**config.mk**
```make
export PLATFORM = sky130hd
export DESIGN_NAME = frame_capture
export DESIGN_NICKNAME = d
export VERILOG_FILES = /design/src/rtl/frame_capture.sv
export SDC_FILE = /design/constraint.sdc
export NUM_CORES = 1
export LEC_CHECK = 0
export BUFFER_PORTS_ARGS = -buffer_cell sky130_fd_sc_hd__buf_4
export CAP_MARGIN = 15
export CORE_AREA = 4 4 71 73
export CTS_BUF_LIST = sky130_fd_sc_hd__clkbuf_4
export DETAILED_ROUTE_END_ITERATION = 6
export DIE_AREA = 0 0 75 77
export GPL_TIMING_DRIVEN = 1
export SYNTH_ARGS = -nofsm -noshare
export SYNTH_HDL_FRONTEND = slang
export SYNTH_SLANG_ARGS = --single-unit
```
**constraint.sdc**
```tcl
create_clock -name clk -period 5.25 [get_ports clk]
set_input_delay 1.05 -clock clk [delete_from_list [all_inputs] [get_ports clk]]
set_output_delay 1.05 -clock clk [all_outputs]
set_load 0.05 [all_outputs]
```
**src/rtl/frame_capture.sv**
```systemverilog
// frame_capture: counts FRAME_BITS from frame_sync, latches the shift-register word and offers it over valid/ready.
module frame_capture #(
  parameter int FRAME_BITS = 16,
  parameter int CNT_W = 5
) (
  input  logic        clk,
  input  logic        rst,
  input  logic        enable,
  input  logic        frame_sync,
  input  logic [15:0] bus_in,
  output logic [15:0] data_out,
  output logic        data_valid,
  input  logic        data_ready,
  output logic        overrun,
  input  logic        clr_overrun,
  output logic        resync,
  output logic        busy,
  output logic [15:0] frame_count
);
  typedef enum logic {IDLE, SHIFT} state_t;
  localparam logic [15:0] MASK = 16'((32'd1 << FRAME_BITS) - 32'd1);
  localparam logic [CNT_W-1:0] LAST = CNT_W'(FRAME_BITS - 1);
  state_t state;
  logic [CNT_W-1:0] bit_cnt;
  logic done, ovr_set;
  always_comb begin
    done = (state == SHIFT) && (bit_cnt == LAST);
    ovr_set = done && data_valid && !data_ready;
  end
  always_ff @(posedge clk or posedge rst)
    if (rst) begin
      state <= IDLE;
      bit_cnt <= '0;
      data_out <= '0;
      data_valid <= 1'b0;
      overrun <= 1'b0;
      resync <= 1'b0;
      busy <= 1'b0;
      frame_count <= '0;
    end else begin
      resync <= 1'b0;
      overrun <= ovr_set | (overrun & ~clr_overrun);
      if (done) begin
        data_out <= bus_in & MASK;
        data_valid <= 1'b1;
        frame_count <= frame_count + 16'd1;
      end else if (data_valid && data_ready) data_valid <= 1'b0;
      if (state == IDLE) begin
        if (frame_sync && enable) begin
          state <= SHIFT;
          busy <= 1'b1;
          bit_cnt <= '0;
        end
      end else if (done) begin
        // a sync on the last bit chains straight into the next frame
        if (frame_sync && enable) bit_cnt <= '0;
        else begin
          state <= IDLE;
          busy <= 1'b0;
        end
      end else if (frame_sync) begin
        bit_cnt <= '0;
        resync <= 1'b1;
      end else bit_cnt <= bit_cnt + 1'b1;
    end
endmodule

```
==> out/results.ini <==
[run_status]
status=finished, final reports clean

[synth]
synth_top_area_cell=dfrtp_1
netlist_top_cells_count=dfrtp_1 (42), mux2_2 (17), nor2_1 (10)
ys.warnings.count=0
post-synth-top-count-cell=dfrtp_1
ys_seq_area_share_pct=61.40
synth_top_area_share_pct=61.40
synth_cells=136
synthDistinctLibCells=24
synth_area_sq_um=1712
ys_ff_latch=42
avgSynthCellArea_sq_um=12.59
synth_edf_count=0
async_reset_ff_share_pct=100.0
synth_area_leaders=dfrtp_1 (61%), mux2_2 (11%), xnor2_1 (4.1%), xor2_1 (3.6%), nand3_1 (2.3%)
syn-num-nets=161
synth_ff_type=dfrtp_1

[placed_design]
placed_cell_area_sq_um=2202
hpwl_mm=2.676
port_buffers=57
post-place-cells=244
place_congestion=0.7496

[setup_path]
arrival_ns=2.55
endpoint_kind=register
critPathKind=reg2reg
worstPathRequired_ns=5.49
critPathLaunchType=register
worstPathMaxFanout=22

[layout]
fin_cells=251
layout-drive-gt1-share_pct=41.21
fillers=409
final_area_sq_um=2273
antenna_cells=0
area.growth.synth_to_final_pct=32.82
nNetsFinal=224

[global_routing]
grt_overflow=0
antenna_found_initial=0
first_global_vias=1232
grt_max_degree=43
track_usage_pct=13.31
grt_pass1_wl_mm=5.851

[pwr]
vdd_ir_drop_max_uv=133.5
cellLeakagePower_nw=1.137
power_density_nw_per_um2=264.4

[drt]
postRouteAntennaNets=0
wirelength_mm=3.588
drt_first_pass_iters=4
vias_per_cell=4.869
remaining_drc_errors=0
routedWlPerCell_um=14.29
vias=1222
drt-initial-drc-count=20

[die]
start_util_pct=39.31
core_area_sq_um=4354
ios=58
fp-row-count=24
dieArea_sq_um=5775
dieWidth_um=75
die_y_um=77

[flow_run]
maxCapViolations=0

[clock_network]
cts.sinks=42
postCtsSetupBuffers=0
root_buffer=clkbuf_4
clk_path_buf_depth=2
path_clk_slew_ns=0.11
cts_tree=yes
htree_levels=2
cts_hold_buffers=0
post_cts_resized=0
clock_latency_ns=0.35
cts_inserted_buffers=5

[timing]
max-slew-margin-rel_pct=41.81
hold_viol=0
fmax_mhz=432.9
clock_skew_ns=0.01400
setup-violations-final=0
post-route-min-period_ns=2.310
final_max_slew_viol_count=0
fin_tns_setup_ns=0
min_period_over_period_pct=44.00
worst_pin_slew_ns=0.8707
rsz0062_at_grt=false

[hold_path]
hold_path_class=reg2reg

-- metal layers --
| metal | vias up | routed length (um) | global-route usage (%) |
|---|---|---|---|
| li1 | 588 | - | - |
| met2 | 33 | 1870 | 21.78 |
| met5 | - | 0 | 0 |
| met3 | 8 | 248 | 5.229 |
| met1 | 593 | 1393 | 15.03 |
| met4 | 0 | 75 | 5.694 |
-- kinds of logic after synthesis --
| group | count (synthesis) | share of synthesized area [%] |
|---|---|---|
| AND/OR/NAND/NOR | 43 | 12.65 |
| flip-flops | 42 | 61.40 |
| multiplexers | 17 | 11.18 |
| XOR/XNOR | 15 | 7.676 |
| AO/OA/AOI/OAI | 9 | 3.217 |
| buffers and inverters | 7 | 1.681 |
| adder cells (fa/ha/maj) | 3 | 2.193 |
-- cell usage in the layout (no fill, tap or decap), types with 4 or more instances in the layout --
cell	netlist	routed
buf_4	0	58
dfrtp_1	42	42
mux2_2	17	17
nor2_1	10	10
nand2_1	9	9
nand3_1	8	8
xnor2_1	8	8
xor2_1	7	7
inv_1	5	5
clkbuf_4	0	5
nand4_1	4	4
nor3_1	4	4
o21ai_0	4	4
-- stage by stage --
step                hold slack [ns]  total power [mW]  util, %  setup slack [ns]
floorplan                    0.4370            0.3829        -             3.226
global placement             0.4608            0.4106    50.57             3.027
detailed placement           0.4705            0.4132    50.57             2.912
CTS                          0.4846            0.6097    52.21             2.907
global route                 0.5045            0.6274    52.21             2.818
finish                       0.4890            0.6012    52.21             2.940
-- sequential cells by signal (all words and copies together) (netlist names) --
signal       flops
bit_cnt          5
busy             1
data_out        16
data_valid       1
frame_count     16
overrun          1
resync           1
state            1
-- worst paths after layout --
check / start / to / slack, ns / depth (start not counted)
worst max-delay path: bit_cnt[0]$_DFF_PP0_ / data_out[4]$_DFFE_PP0P_ / 2.94 / 5
worst min-delay path: bit_cnt[3]$_DFF_PP0_ / bit_cnt[3]$_DFF_PP0_ / 0.49 / 1
worst max register to register: bit_cnt[0]$_DFF_PP0_ / data_out[4]$_DFFE_PP0P_ / 2.94 / 5
worst min register to register: bit_cnt[3]$_DFF_PP0_ / bit_cnt[3]$_DFF_PP0_ / 0.49 / 1
max in group asynchronous: rst / resync$_DFF_PP0_ / 4.07 / 3
min in group asynchronous: rst / frame_count[11]$_DFFE_PP0P_ / 0.82 / 3
-- final cells by class --
| cell class | count | area (sq um) | area share (%) |
|---|---|---|---|
| timing repair buffer | 58 | 435.4 | 19.15 |
| clock inverter | 2 | 33.78 | 1.486 |
| sequential | 42 | 1051 | 46.23 |
| clock buffer | 5 | 37.54 | 1.651 |
| inverter | 5 | 18.77 | 0.8255 |
| tap | 52 | 65.06 | 2.862 |
| multi-input combinational | 87 | 631.9 | 27.79 |
-- worst max-delay path, cell delays in order, from the launching register on --
cell     delay, ns
dfrtp_1       0.43
ha_1          0.24
and3_1        0.19
ha_1          0.26
nand2_1       0.67
mux2_2        0.41
-- power by group --
group          internal [mW]  switching, mW  total, mW
clock                 0.0963         0.0994      0.196
combinational         0.0265         0.0418     0.0683
sequential             0.332        0.00497      0.337
(Power assumes the default switching activity.)
